## config.mk

```make
export PLATFORM = sky130hd
export DESIGN_NAME = mem_access_unit
export DESIGN_NICKNAME = d
export VERILOG_FILES = /design/src/rtl/mem_access_unit_pkg.sv /design/src/rtl/mem_access_unit_lane_extract.sv /design/src/rtl/mem_access_unit.sv
export SDC_FILE = /design/constraint.sdc
export NUM_CORES = 1
export LEC_CHECK = 0
export BUFFER_PORTS_ARGS = -buffer_cell sky130_fd_sc_hd__buf_2
export CAP_MARGIN = 20
export CORE_MARGIN = 5
export CORE_UTILIZATION = 35
export DETAILED_ROUTE_END_ITERATION = 6
export HOLD_SLACK_MARGIN = 0.15
export MAX_ROUTING_LAYER = met4
export PLACE_DENSITY = 0.73
export SYNTH_ARGS = -nofsm -noshare
export SYNTH_HDL_FRONTEND = slang
export SYNTH_SLANG_ARGS = --single-unit
export TNS_END_PERCENT = 1
```

## constraint.sdc

```tcl
create_clock -name clk -period 2.35 [get_ports clk]
set_input_delay 0.235 -clock clk [delete_from_list [all_inputs] [get_ports clk]]
set_output_delay 0.235 -clock clk [all_outputs]
set_load 0.005 [all_outputs]
```

## src/rtl/mem_access_unit_pkg.sv

```systemverilog
// Shared encodings for the memory access path: access sizes and the
// sub-word store sequencer states.
package mem_access_unit_pkg;

   localparam logic [1:0] MEM_SIZE_BYTE = 2'b00;
   localparam logic [1:0] MEM_SIZE_HALF = 2'b01;
   localparam logic [1:0] MEM_SIZE_WORD = 2'b10;

   typedef enum logic [1:0] {
      ST_IDLE   = 2'd0,
      ST_RMW_WR = 2'd1
   } state_t;

endpackage

```

## src/rtl/mem_access_unit_lane_extract.sv

```systemverilog
// Byte/half lane selection with sign/zero extension, plus the bit mask of the
// selected lane(s) inside the word so the store merge can reuse the same decode.
module lane_extract
   import mem_access_unit_pkg::*;
#(
   parameter int BYTE_LITTLE = 1
) (
   input  logic [31:0] i_word,
   input  logic [1:0]  i_off,
   input  logic [1:0]  i_size,
   input  logic        i_unsigned,
   output logic [31:0] o_data,
   output logic [31:0] o_mask
);

   logic [4:0]  w_shamt;
   logic [31:0] w_shifted;
   logic        w_sign;

   // Big-endian lane n sits at bit 8*(3-n); for 2-bit n that is ~n.
   always_comb begin
      w_shamt = '0;
      case (i_size)
         MEM_SIZE_BYTE: w_shamt = (BYTE_LITTLE != 0) ? {i_off, 3'b000} : {~i_off, 3'b000};
         MEM_SIZE_HALF: w_shamt = (BYTE_LITTLE != 0) ? {i_off[1], 4'b0000} : {~i_off[1], 4'b0000};
         default:       w_shamt = '0;
      endcase
   end

   assign w_shifted = i_word >> w_shamt;

   always_comb begin
      o_data = i_word;
      o_mask = 32'hFFFF_FFFF;
      w_sign = 1'b0;
      case (i_size)
         MEM_SIZE_BYTE: begin
            w_sign = ~i_unsigned & w_shifted[7];
            o_data = {{24{w_sign}}, w_shifted[7:0]};
            o_mask = 32'h0000_00FF << w_shamt;
         end
         MEM_SIZE_HALF: begin
            w_sign = ~i_unsigned & w_shifted[15];
            o_data = {{16{w_sign}}, w_shifted[15:0]};
            o_mask = 32'h0000_FFFF << w_shamt;
         end
         default: begin
            o_data = i_word;
            o_mask = 32'hFFFF_FFFF;
         end
      endcase
   end

endmodule

```

## src/rtl/mem_access_unit.sv

```systemverilog
// MEM-stage front end for a word-only data RAM: sub-word loads, sub-word stores
// as a two-cycle read-modify-write, and misaligned-access suppression.
module mem_access_unit
   import mem_access_unit_pkg::*;
#(
   parameter int BYTE_LITTLE = 1
) (
   input  logic        clk,
   input  logic        reset,
   input  logic        mem_rd,
   input  logic        mem_wr,
   input  logic [1:0]  mem_size,
   input  logic        mem_unsigned,
   input  logic [31:0] addr,
   input  logic [31:0] wdata,
   output logic [31:0] rdata_out,
   output logic        stall,
   output logic        addr_err,
   output logic        dm_rd,
   output logic        dm_wr,
   output logic [31:0] dm_addr,
   output logic [31:0] dm_wdata,
   input  logic [31:0] dm_rdata
);

   state_t      r_state;
   state_t      w_next;
   logic [31:0] r_merge;
   logic [29:0] r_waddr;

   logic        w_req;
   logic        w_sub;
   logic        w_mis;
   logic        w_capture;
   logic [31:0] w_ext;
   logic [31:0] w_mask;
   logic [31:0] w_fill;
   logic [31:0] w_merged;

   assign w_req = mem_rd | mem_wr;
   assign w_sub = (mem_size == MEM_SIZE_BYTE) || (mem_size == MEM_SIZE_HALF);
   assign w_mis = w_req && (((mem_size == MEM_SIZE_HALF) && addr[0]) ||
                            (mem_size[1] && (addr[1:0] != 2'b00)));

   lane_extract #(
      .BYTE_LITTLE (BYTE_LITTLE)
   ) u_lane (
      .i_word     (dm_rdata),
      .i_off      (addr[1:0]),
      .i_size     (mem_size),
      .i_unsigned (mem_unsigned),
      .o_data     (w_ext),
      .o_mask     (w_mask)
   );

   // Replicating the store data lets the lane mask place it for either byte order.
   assign w_fill   = (mem_size == MEM_SIZE_BYTE) ? {4{wdata[7:0]}} : {2{wdata[15:0]}};
   assign w_merged = (dm_rdata & ~w_mask) | (w_fill & w_mask);

   always_comb begin
      w_next    = r_state;
      w_capture = 1'b0;
      stall     = 1'b0;
      addr_err  = 1'b0;
      dm_rd     = 1'b0;
      dm_wr     = 1'b0;
      dm_addr   = {addr[31:2], 2'b00};
      dm_wdata  = wdata;
      rdata_out = '0;
      if (!reset) begin
         w_next = ST_IDLE;
      end else begin
         case (r_state)
            ST_IDLE: begin
               addr_err = w_mis;
               if (!w_mis) begin
                  if (mem_wr) begin
                     if (w_sub) begin
                        dm_rd     = 1'b1;
                        stall     = 1'b1;
                        w_capture = 1'b1;
                        w_next    = ST_RMW_WR;
                     end else begin
                        dm_wr = 1'b1;
                     end
                  end else if (mem_rd) begin
                     dm_rd     = 1'b1;
                     rdata_out = w_ext;
                  end
               end
            end
            ST_RMW_WR: begin
               // The stalled pipeline still presents the same store; ignore it.
               dm_wr    = 1'b1;
               dm_addr  = {r_waddr, 2'b00};
               dm_wdata = r_merge;
               w_next   = ST_IDLE;
            end
            default: w_next = ST_IDLE;
         endcase
      end
   end

   always_ff @(posedge clk) begin
      if (!reset) begin
         r_state <= ST_IDLE;
         r_merge <= '0;
         r_waddr <= '0;
      end else begin
         r_state <= w_next;
         if (w_capture) begin
            r_merge <= w_merged;
            r_waddr <= addr[31:2];
         end
      end
   end

endmodule

```

==> metrics.yaml <==
synthesis:
  syn_avg_cell_area_um2: 7.96
  synth-edff-count: 0
  async_reset_ff_share_pct: 0
  synth_top_area_share_pct: 29.5
  synthDistinctLibCells: 47
  syn_inst: 538
  yosys.area.top_type: "dfxtp_1"
  ys_warn_count: 0
  synth_flop_cell: "dfxtp_1"
  synth_seq_cells: 63
  syn-cell-area_um2: 4280
  seq_area_frac_synth_pct: 29.5
  synth_area_leaders: "dfxtp_1, mux2_2, nand2_1"
clock_network:
  numClockSinks: 63
  clkLatencyLatePin_ps: 310
  numCtsBuffers: 9
  cts-root-buf: "clkbuf_16"
  path_clk_slew_ps: 60
  cts_max_level: 3
  cts_max_path_buffers: 2
  cts_tree: "done"
place:
  placed_cells: 855
  gp_congestion: 0.893
  portBuffers: 200
  place_hpwl_mm: 11.3
  dp_slack_ps: 178
setup_path:
  cp.required_ps: 2120
  endpoint_kind: "output port"
  cp.arrival_ps: 1990
  critical_path_class: "flop to output port"
  cpPeakStageDelay_ps: 400
  start_kind: "flop"
  cpMaxStageDelayCell: "a2111oi_2"
  path_cells: "nand4bb_2 > a2111oi_2 > o211ai_1 > buf_4 > o21ai_0 > buf_2"
  cpLargestDelayFamily: "compound AO/OA/AOI/OAI gates"
  cp_max_fo: 21
  cp.buffers_inverters: 2
sta:
  timing_hold_violations_final: 0
  finalSetupTns_ps: 0
  worst_pin_slew_ps: 662
  max_freq_mhz: 449
  setup_viol: 0
  report.final.slew_viol_count: 0
  fin_crit_sh_pct: 94.8
  min_period_ps: 2230
  rsz0062_at_grt: "no"
  setup_ws_ps: 122
  clock_skew_ps: 7.53
  relSlewSlack_pct: 55.9
route:
  drt-total-wl_mm: 15.0
  dr.pass1.iters: 5
  ant_nets: 0
  dr.first_iter.drc_count: 284
  route.detailed.drc: 0
  wire_per_inst_um: 17.1
  viasPerCell: 5.35
  vias: 4699
layout:
  nets: 830
  instances_no_fill: 879
  num_antenna_cells: 0
  drive_gt1_share_pct: 43.2
  synthToLayoutAreaGrowth_pct: 36.3
  final_util_pct: 48.6
power_and_ir_drop:
  powerDensity_nw_per_um2: 548
  ir_drop_v: 0.000407
  power.total_mw: 3.20
  p_leak_nw: 2.69
floorplanning:
  ios: 203
  rows: 40
  initial_core_util_pct: 35.6
  design.core.area_um2: 12000
  dieArea_um2: 14500
  die_w_um: 121
  die_y_um: 121
job:
  cap_viol_max_count: 0
worst_hold_path:
  hold_class: "input port to flop"
global_route:
  grt_antenna_before_repair: 0
  grt_pass1_vias: 4526
  grt-ovfl-total: 0
  grt_use_total_pct: 20.2
  grt_start_max_net_pins: 63
  grt_pass1_wl_mm: 23.3
run_status:
  status: "finished, final reports clean"
-- cells by family after synthesis --
kind of cell	share of synthesized area, %
compound gates	21.0
buf+inv	6.11
flops	29.5
mux	23.6
other cells	0.0876
simple gates	19.7
-- Yosys cell counts (6+ instances only) --
| cell type | count |
|---|---|
| nand2_1 | 113 |
| mux2_2 | 64 |
| dfxtp_1 | 63 |
| a21oi_1 | 62 |
| nor2_1 | 28 |
| clkbuf_1 | 26 |
| mux2i_1 | 23 |
| buf_2 | 17 |
| a211o_1 | 16 |
| nand3_1 | 16 |
| a211oi_1 | 11 |
| nor3_1 | 9 |
| o21ai_0 | 9 |
| a311oi_1 | 8 |
| inv_1 | 6 |
| nor2b_1 | 6 |
-- cell type report --
class                      instances  area (um2)
tap                              147         184
inverter                           8        30.0
timing repair buffer             226        1250
fill                            1199        6180
clock buffer                       9         225
sequential                        63        1260
multi-input combinational        419        2780
clock inverter                     7         103
-- worst reg2reg max path, delay by kind of cell (launching register included) --
kind | cells | cell delay [ps]
simple gates | 3 | 600
compound gates | 1 | 140
buf+inv | 2 | 400
flops | 1 | 340
-- what timing repair did --
item                                    in CTS  in global routing
gates resized for setup                      2                  1
setup buffers                                1                  0
endpoints found under the hold margin        7                  0
pin swaps                                    1                  0
endpoints found under the setup margin      21                 21
hold buffers                                 7                  0
-- per-layer routing --
metal  vias to the layer above  wire (um)  global-route usage [%]
met5                         -          0                       -
met4                         0        293                    5.52
met3                        19        799                    2.95
met2                       176       7260                    33.5
met1                      2197       6660                    25.9
li1                       2307          -                       -
-- final timing paths --
check / from / end / slack [ps] / depth (start not counted)
max: r_state[0]$_SDFFE_PN0P_ / rdata_out[9] / 120 / 6
min: addr[20] / r_waddr[18]$_SDFFE_PN0P_ / 170 / 3
max reg2reg: r_state[0]$_SDFFE_PN0P_ / r_waddr[24]$_SDFFE_PN0P_ / 800 / 6
min reg2reg: r_merge[12]$_SDFFE_PN0P_ / r_merge[12]$_SDFFE_PN0P_ / 450 / 2
-- power by group --
part / total (mW) / internal, mW / switching [mW]
Sequential: 1.13 / 1.11 / 0.0202
Clock: 1.44 / 0.941 / 0.498
Combinational: 0.632 / 0.298 / 0.334
-- flip-flops by register name, summed over array words and instances, names as in the netlist --
signal	count
r_merge	32
r_state	1
r_waddr	30
-- through the flow --
step	hold WS, ps	cell area [um2]
final	166	5830
after global routing	157	5830
after CTS	151	5830
after detailed placement	444	5420
after global placement	441	5420
after floorplan	371	4280
-- cells in the final DEF, fill, tap and decap left out, drive strengths merged, types with 7 or more instances in the layout --
cell type,netlist,routed
dfxtp,63,63
clkbuf,26,9
nor2,29,29
nor3,9,9
a311oi,8,8
a211o,16,16
nand2,113,113
nand3,16,16
mux2,68,68
dlygate4sd3,0,7
a21oi,62,62
o21ai,11,11
inv,8,11
a211oi,11,11
buf,23,219
mux2i,23,23
(Power assumes the default switching activity.)
